[src/rtl/sha1_message_schedule.sv]
// SHA-1 message schedule: expands one 512-bit block into W[0..ROUNDS-1], one word per
// accepted round, using a 16-word sliding window instead of a full ROUNDS-word array.
module sha1_message_schedule #(
   parameter int ROUNDS  = 80,
   parameter int ROUND_W = 7
) (
   input  logic               clk,
   input  logic               reset,
   input  logic               load,
   input  logic [511:0]       message,
   input  logic               advance,
   output logic [31:0]        w,
   output logic [ROUND_W-1:0] round,
   output logic               valid,
   output logic               last,
   output logic               done
);

   typedef enum logic {
      IDLE = 1'b0,
      RUN  = 1'b1
   } stateT;

   localparam logic [ROUND_W-1:0] LastRound = ROUND_W'(ROUNDS - 1);

   stateT              stateReg, stateNext;
   logic [ROUND_W-1:0] roundReg, roundNext;
   logic               doneReg, doneNext;
   logic               loadWin, shiftWin;
   logic               isLast;

   logic [31:0] windowReg [16];
   logic [31:0] loadWord  [16];
   logic [31:0] shiftWord [16];
   logic [31:0] mixWord;
   logic [31:0] expandWord;

   assign isLast = (stateReg == RUN) && (roundReg == LastRound);

   // W[t+16] = ROTL1(W[t+13] ^ W[t+8] ^ W[t+2] ^ W[t]) relative to the window head
   assign mixWord    = windowReg[13] ^ windowReg[8] ^ windowReg[2] ^ windowReg[0];
   assign expandWord = {mixWord[30:0], mixWord[31]};

   genvar gi;
   generate
      for (gi = 0; gi < 16; gi = gi + 1) begin : gWindow
         assign loadWord[gi] = message[511 - 32*gi -: 32];
         if (gi < 15) begin : gShift
            assign shiftWord[gi] = windowReg[gi + 1];
         end else begin : gTail
            assign shiftWord[gi] = expandWord;
         end
      end
   endgenerate

   // A load always wins; the final accept returns to IDLE without shifting the window
   always_comb begin
      stateNext = stateReg;
      roundNext = roundReg;
      doneNext  = 1'b0;
      loadWin   = 1'b0;
      shiftWin  = 1'b0;
      if (load) begin
         stateNext = RUN;
         roundNext = '0;
         loadWin   = 1'b1;
      end else if ((stateReg == RUN) && advance) begin
         if (isLast) begin
            stateNext = IDLE;
            roundNext = '0;
            doneNext  = 1'b1;
         end else begin
            shiftWin  = 1'b1;
            roundNext = roundReg + 1'b1;
         end
      end
   end

   always_ff @(posedge clk or negedge reset) begin
      if (!reset) begin
         stateReg <= IDLE;
         roundReg <= '0;
         doneReg  <= 1'b0;
      end else begin
         stateReg <= stateNext;
         roundReg <= roundNext;
         doneReg  <= doneNext;
      end
   end

   always_ff @(posedge clk or negedge reset) begin
      if (!reset) begin
         for (int k = 0; k < 16; k++) begin
            windowReg[k] <= '0;
         end
      end else if (loadWin) begin
         windowReg <= loadWord;
      end else if (shiftWin) begin
         windowReg <= shiftWord;
      end
   end

   assign w     = windowReg[0];
   assign round = roundReg;
   assign valid = (stateReg == RUN);
   assign last  = isLast;
   assign done  = doneReg;

endmodule
[config.mk]
export PLATFORM = sky130hd
export DESIGN_NAME = sha1_message_schedule
export DESIGN_NICKNAME = d
export VERILOG_FILES = /design/src/rtl/sha1_message_schedule.sv
export SDC_FILE = /design/constraint.sdc
export NUM_CORES = 1
export LEC_CHECK = 0
export ABC_AREA = 0
export CELL_PAD_IN_SITES_DETAIL_PLACEMENT = 1
export CELL_PAD_IN_SITES_GLOBAL_PLACEMENT = 1
export CORE_UTILIZATION = 37
export CTS_CLUSTER_DIAMETER = 50
export DETAILED_ROUTE_END_ITERATION = 7
export GPL_TIMING_DRIVEN = 0
export PLACE_DENSITY_LB_ADDON = 0.05
export SLEW_MARGIN = 5
export SYNTH_ARGS = -nofsm -noshare
export SYNTH_HDL_FRONTEND = slang
export SYNTH_SLANG_ARGS = --single-unit
export TNS_END_PERCENT = 100
[constraint.sdc]
create_clock -name clk -period 1.6 [get_ports clk]
set_input_delay 0.32 -clock clk [delete_from_list [all_inputs] [get_ports clk]]
set_output_delay 0.32 -clock clk [all_outputs]
set_load 0.1 [all_outputs]
# Word level (Yosys, flattened, before mapping)
# Cells that the tools add are included.
[word_totals] output_inout_bits=42 inputBits=516 rom_bits=0 ramBits=0 ff_bits=521 word_cells=45 latch_bits=0 n_memories=0
[op_classes] add_sub_neg=1 reduce_logical=6 muxes=15 n_mul=0 div_mod_pow=0 order_cmp=0 shift=0 eq_ne=1 bitwise=3
[op_table] operator="$mux 512" count=2
[op_table] operator="$xor 32x32->32" count=3
[op_table] operator="$mux 7" count=3
[op_table] operator="$mux 1" count=10
[op_table] operator="$add 7x1->7 const B" count=1
[op_table] operator="$eq 7x7->1 const B" count=1
[op_table] operator="$reduce_bool 2->1" count=3
[op_table] operator="$logic_and 1x1->1" count=2
[op_table] operator="$reduce_and 2->1" count=1

# Longest topological paths before layout
# Gate-level depths: netlist of run 1.
[depth] depth_word=7 depth_mapped=8 ltp_nobuf=4

# Least setup slack after synthesis of run 1
# No wires, ideal clock.
[synth_path] kind="register to output" start="register roundReg[0], in the netlist round[0]" end="output last" t_arrival_ns=2.648 path_slack_ns=-1.368 required_time_ns=1.280 path_stages_with_launch=6 path_cell_list="dfrtp_1 ha_1 nand3_2 clkbuf_1 nor3_1 and2_1"
[synth_via] elab_chain_len=2
[synth_lines] item="start: declaration" line="27" rtl="logic [ROUND_W-1:0] roundReg, roundNext;"
[synth_lines] item="start signal: assignment" line="86" rtl="roundReg <= roundNext;"
[synth_lines] item="$eq 7x7->1" line="38" rtl="assign isLast = (stateReg == RUN) && (roundReg == LastRound);"
[synth_lines] item="$logic_and 1x1->1" line="38"
[synth_lines] item="end: declaration" line="15" rtl="output logic last,"
# Every way passes these cells.

# Worst setup path in the final report of run 1
[layout_path] start="register roundReg[5], in the netlist round[5]" end="output last"
# The elaborated chain is that of the path after synthesis.

==> metrics.txt, run 1 <==
status complete, but fails checks; failing checks hold timing, setup timing; max-cap viol count 0; CP Class reg -> out; switching power 14.6 mW; Clock Latency Late Sink 650 ps; CP Launch Type flip-flop; Pwr Total 45.7 mW; clock slew at reported path FFs 50 ps; EDFF count, synth 0; Worst Path Arrival 2260 ps; H-tree levels 3; clock buffer depth 3; Final Setup Violations 539; area grow syn2layout 43.6%; WL final 176 mm; DRT iter0 DRCs 3262; ANT nets after route 0; DRC violations left 0; Finished Layout Cells 5743; Worst EP required 1280 ps; Pre-Repair DR Iteration Count 7; Main synth FF type dfrtp_1; Die Footprint 0.0920 mm2; Core Util, Final 53.6%; Worst Tran Pin Value 662 ps; TritonCTS Buffers 82; Sw Ratio 32.0%; Worst slew margin 55.8%; Setup Skew 24.6 ps; Synth Warn # 0; sequential area share after synthesis 38.8%; largest net degree at the start of global routing 108; CTS tree done; gpl congestion 0.941; met3 WL post-DR 12.3 mm; Final Max Slew Viols 0; Cell variety after synth 35; CP Capture Type output port; port bufs 557; Reg2Reg Depth 8; io pins 558; fin crit period 2580 ps; Die Span Y 303 um; GRT overflow 0; Hold WS -312 ps; Syn Area/Cell 8.97 um2; worst hold path type in -> async; Post-DP HPWL 129 mm; fmax 388 MHz; clock sink count 521; # fillers 10000; dpl cells 5485; routed len/inst 30.7 um; row count 110; Reg power frac 36.4%; layout cell share with drive strength beyond 1 17.7%; Yosys reg bits 521; met1 wire length 69.6 mm; Vias 38000; vias per inst 6.62; maximum VDD drop 828 uV; starting density of the core 37.3%; Final nets 5019; Setup WS post-layout -977 ps; RSZ-0062 raised after global routing true; Async SR Flop Fraction 100%; max layer used met5; Hold Vio Cnt, Final 95; core area 0.0900 mm2; die width 303 um; Global Route Usage Sum 36.3%; Synth Instances 3746; period utilization 161%; Clock Power Share 42.6%; Logic pwr share 21.0%; internal power 31.1 mW; CTS root buf clkbuf_16; metal2 WL 82.5 mm; leakage power 17.2 nW; Syn Nets 4263; pwr/cell area 947 mW/mm2; worst-path fanout max 6; initial antenna violation count 8; first-pass GRT wire length 249 mm; vias in the first global route 37800; synthesized area 0.0336 mm2
[final cells by class]
| class | instances | area (um2) | area share (%) |
|---|---|---|---|
| inverters | 2 | 12.5 | 0.0259 |
| clock buffers | 109 | 2360 | 4.89 |
| flip-flops and latches | 521 | 13100 | 27.2 |
| clock inverters | 39 | 541 | 1.12 |
| well taps | 1176 | 1470 | 3.05 |
| multi-input cells | 2663 | 19400 | 40.2 |
| plain buffers | 553 | 3810 | 7.89 |
| diodes | 1 | 2.50 | 0.00519 |
| repair buffers | 679 | 7580 | 15.7 |
[cell usage in the layout (no fill, tap or decap), types with 10 or more instances in the layout]
cell type        Yosys  routed
o311ai_1            92     317
buf_16               0      11
o211ai_1            32      32
xor2_1              65      65
dfrtp_2              0      34
bufinv_16            0      10
buf_12               0      58
clkbuf_8             0      20
clkbuf_1           387     224
o311ai_2             1      51
clkbuf_2             0      98
nor2_1             481     481
a22oi_1             32      32
dfrtp_1            521     481
a32oi_2              0      21
nand4_1             34      34
buf_8                0      46
xnor2_1             32      32
clkbuf_4             0      18
clkdlybuf4s50_1      0     514
buf_6                1      98
a31oi_1            481     478
nor2b_1            515     502
clkbuf_16            0     105
buf_4               15      89
a32oi_1            480     459
o311ai_4             0      29
o311ai_0           389      85
buf_2              154      60
[metal layers]
| metal | vias to the layer above | track usage (%) |
|---|---|---|
| li1 | 16500 | - |
| met5 | - | 0 |
| met4 | 14 | 20.8 |
| met2 | 1727 | 58.7 |
| met1 | 19300 | 45.8 |
| met3 | 476 | 6.04 |
[cells in the mapped netlist (3+ instances only)]
cell / count / area share [%]
a21oi_1: 5 / 0.074
nor2_1: 481 / 5.4
nand2_1: 5 / 0.056
o211ai_1: 32 / 0.72
nand4_1: 34 / 0.63
xor2_1: 65 / 1.7
buf_2: 154 / 2.3
a31oi_1: 481 / 9.0
a22oi_1: 32 / 0.72
a32oi_1: 480 / 13
o311ai_1: 92 / 2.4
nor2b_1: 515 / 9.6
clkbuf_1: 387 / 4.3
xnor2_1: 32 / 0.83
buf_1: 3 / 0.034
buf_4: 15 / 0.34
dfrtp_1: 521 / 39
o311ai_0: 389 / 10
[worst paths after layout]
| path | from | to | slack [ps] |
|---|---|---|---|
| max | round[5]$_DFFE_PN0P_ | last | -980 |
| min | reset | shiftWord[171]$_DFFE_PN0P_ | -310 |
| max reg2reg | round[0]$_DFFE_PN0P_ | shiftWord[158]$_DFFE_PN0P_ | -580 |
| min reg2reg | shiftWord[43]$_DFFE_PN0P_ | shiftWord[75]$_DFFE_PN0P_ | 580 |
| max in group asynchronous | reset | shiftWord[436]$_DFFE_PN0P_ | 60 |
| min in group clk | message[449] | shiftWord[481]$_DFFE_PN0P_ | 240 |
[state kept, by name (all words and copies together) (netlist names)]
register / count
done: 1
w: 32
round: 7
shiftWord: 480
valid: 1
[per-stage QoR]
step | hold slack (ps) | setup WS [ps] | TNS (ps) | area, um2
6_report | -312 | -977 | -184200 | 48200
5_1_grt | -264 | -1030 | -233520 | 48200
4_1_cts | -277 | -984 | -226400 | 45800
3_5_place_dp | 398 | -1690 | -709130 | 41400
3_3_place_gp | 556 | -28970 | - | 41200
2_1_floorplan | 24.4 | -431 | -127150 | 34100
[worst max-delay path: stages (launching register included)]
cell and delay, ps:
dfrtp_4 500, nand2b_4 200, buf_12 150, buf_12 120
nor3_4 180, buf_6 150, and2_4 150, buf_12 160
[timing repair]
item	CTS	global route
cloned	3	20
endpoints found under the setup margin	563	640
pin swaps	5	83
endpoints found under the hold margin	95	95
setup buffers	59	35
resized for setup	627	698
[cell families (layout without fill, tap and decap cells)]
family                     Yosys count  in the layout  share of synthesized area, %
adders and majority gates            1              1                        0.0372
AOI/OAI and AO/OA                 1519           1519                          35.7
and+or+nand+nor                   1046           1046                          15.9
xor gates and xnor gates            97             97                          2.53
DFF                                521            521                          38.8
other                                0              1                             0
buffers and inverters              562           1382                          7.04
[power by group through the flow]
stage	clock network, mW	registers [mW]	logic [mW]
floorplan	0	16.3	4.35
CTS	19.5	16.4	9.19
global placement	0	16.6	8.32
global route	19.9	16.7	10.2
finish	19.5	16.6	9.60
detailed placement	0	16.6	8.62
Power figures use the tool's default switching activity.
==> run 2: changes to the inputs <==
--- a/config.mk
+++ b/config.mk
@@ -12,6 +12,7 @@
 export CTS_CLUSTER_DIAMETER = 50
 export DETAILED_ROUTE_END_ITERATION = 7
 export GPL_TIMING_DRIVEN = 0
+export MAX_ROUTING_LAYER = met4
 export PLACE_DENSITY_LB_ADDON = 0.05
 export SLEW_MARGIN = 5
 export SYNTH_ARGS = -nofsm -noshare
==> metrics.txt, run 2 (synthesis results as in run 1) <==
status complete, but fails checks (unchanged); failing checks hold timing, setup timing (unchanged); Setup Skew 23.2 ps (was 24.6 ps); row count 110 (unchanged); clock slew at reported path FFs 60 ps (was 50 ps); H-tree levels 3 (unchanged); max-cap viol count 0 (unchanged); vias in the first global route 37100 (was 37800); core area 0.0900 mm2 (unchanged); switching power 15.3 mW (was 14.6 mW); Hold Vio Cnt, Final 58 (was 95); TritonCTS Buffers 89 (was 82); CTS tree done (unchanged); Setup WS post-layout -1070 ps (was -977 ps); leakage power 18.1 nW (was 17.2 nW); Post-DP HPWL 129 mm (about the same); ANT nets after route 0 (unchanged); pwr/cell area 929 mW/mm2 (was 947 mW/mm2); CP Capture Type output port (unchanged); DRT iter0 DRCs 3913 (was 3262); CTS root buf clkbuf_16 (unchanged); largest net degree at the start of global routing 109 (was 108); io pins 558 (unchanged); Worst Path Arrival 2350 ps (was 2260 ps); first-pass GRT wire length 248 mm (was 249 mm); # fillers 9733 (was 10000); routed len/inst 31.5 um (was 30.7 um); vias per inst 6.66 (was 6.62); clock sink count 521 (unchanged); Final Max Slew Viols 0 (unchanged); period utilization 167% (was 161%); internal power 32.4 mW (was 31.1 mW); commonest non-fill, non-tap cells in the layout 514 x clkdlybuf4s50_1, 487 x nor2b_1, 481 x nor2_1, 481 x dfrtp_1, 479 x a31oi_1 (was 514 x clkdlybuf4s50_1, 502 x nor2b_1, 481 x nor2_1, 481 x dfrtp_1, 478 x a31oi_1); Clock Power Share 43.7% (was 42.6%); starting density of the core 37.3% (unchanged); Worst Tran Pin Value 730 ps (was 662 ps); most common cell after layout, fill and taps aside clkdlybuf4s50_1 (unchanged); dpl cells 5484 (was 5485); RSZ-0062 raised after global routing true (unchanged); Finished Layout Cells 5781 (was 5743); dpl ws -1690 ps (about the same); initial antenna violation count 7 (was 8); worst-path fanout max 6 (unchanged); Pwr Total 47.7 mW (was 45.7 mW); fmax 374 MHz (was 388 MHz); DRC violations left 0 (unchanged); Clock Latency Late Sink 670 ps (was 650 ps); layout cell share with drive strength beyond 1 24.0% (was 17.7%); Final Setup Violations 548 (was 539); Worst EP required 1280 ps (about the same); area grow syn2layout 52.8% (was 43.6%); maximum VDD drop 755 uV (was 828 uV); WL final 182 mm (was 176 mm); Worst slew margin 51.4% (was 55.8%); CP Launch Type flip-flop (unchanged); port bufs 557 (unchanged); Final nets 5045 (was 5019); Hold WS -406 ps (was -312 ps); die width 303 um (unchanged); Global Route Usage Sum 37.2% (was 36.3%); Reg power frac 35.2% (was 36.4%); fin crit period 2670 ps (was 2580 ps); Logic pwr share 21.1% (was 21.0%); Vias 38500 (was 38000); gpl congestion 0.957 (was 0.941); final instance area 0.0513 mm2 (was 0.0482 mm2); max reg flops 480 (unchanged); dpl cell area 0.0413 mm2 (was 0.0414 mm2); Die Footprint 0.0920 mm2 (unchanged); Sw Ratio 32.1% (was 32.0%); worst hold path type in -> async (unchanged); GRT overflow 0 (unchanged); Pre-Repair DR Iteration Count 6 (was 7); clock buffer depth 3 (unchanged); Die Span Y 303 um (unchanged); Core Util, Final 57.0% (was 53.6%); CP Class reg -> out (unchanged)
run 2: cell types whose count changed in the layout (fill, tap and decap cells not counted), moves of 21 or more:
cell / before / now
clkbuf_1: 224 / 148
clkbuf_16: 105 / 128
o311ai_0: 85 / 51
o311ai_1: 317 / 238
o311ai_2: 51 / 102
o311ai_4: 29 / 91
buf_8: 46 / 67
a32oi_1: 459 / 398
a32oi_2: 21 / 81
clkbuf_2: 98 / 121
run 2: area by class of cell:
type,instances,area [um2],area share (%)
antenna,9,22.5,0.0439
buffer,556,4280,8.34
clock buffer,106,2360,4.60
clock inverter,53,753,1.47
inverter,2,17.5,0.0341
multi-input combinational,2663,21300,41.6
sequential,521,13100,25.5
tap,1176,1470,2.87
timing repair buffer,695,7980,15.6
run 2: path summary, 6_finish.rpt:
kind	from	end	slack (ps)	depth (start not counted)
min reg2reg	shiftWord[40]$_DFFE_PN0P_	shiftWord[72]$_DFFE_PN0P_	570	2
min in group clk	message[449]	shiftWord[481]$_DFFE_PN0P_	220	3
max	round[5]$_DFFE_PN0P_	last	-1070	6
max in group asynchronous	reset	shiftWord[410]$_DFFE_PN0P_	500	3
max reg2reg	round[1]$_DFFE_PN0P_	shiftWord[161]$_DFFE_PN0P_	-520	8
min	reset	shiftWord[177]$_DFFE_PN0P_	-410	1
run 2: what timing repair did:
action	4_1_cts	5_1_grt
setup buffers	48	45
pin swaps	2	205
gates resized for setup	595	1364
endpoints found under the hold margin	58	58
gates cloned	0	40
setup endpoints to repair	563	554
run 2: worst max-delay path, stage by stage (launching register included):
cell and delay, ps:
dfrtp_4 500, nand2b_4 200, buf_12 140, buf_12 120
nor3_4 330, and2_4 220, buf_12 170
run 2: per-stage QoR:
step           hold WS (ps)  setup TNS (ps)
2_1_floorplan          24.4         -127150
3_3_place_gp            557               -
3_5_place_dp            317         -670550
4_1_cts                -377         -239010
5_1_grt                -355         -213770
6_report               -406         -187260
run 2: per-layer routing:
metal | vias up | global-route usage (%) | part of all wire (%)
met4 | 0 | 18.2 | 6.4
met5 | - | - | 0
met2 | 1792 | 58.4 | 47
met1 | 19600 | 46.6 | 40
met3 | 538 | 5.93 | 7.1
li1 | 16600 | - | -
run 2: power groups by stage:
stage | registers, mW | logic, mW | clock network (mW)
finish | 16.8 | 10.1 | 20.8
global route | 16.8 | 10.6 | 21.4
CTS | 16.4 | 9.17 | 20.8
detailed placement | 16.6 | 8.61 | 0
global placement | 16.6 | 8.32 | 0
floorplan | 16.3 | 4.35 | 0
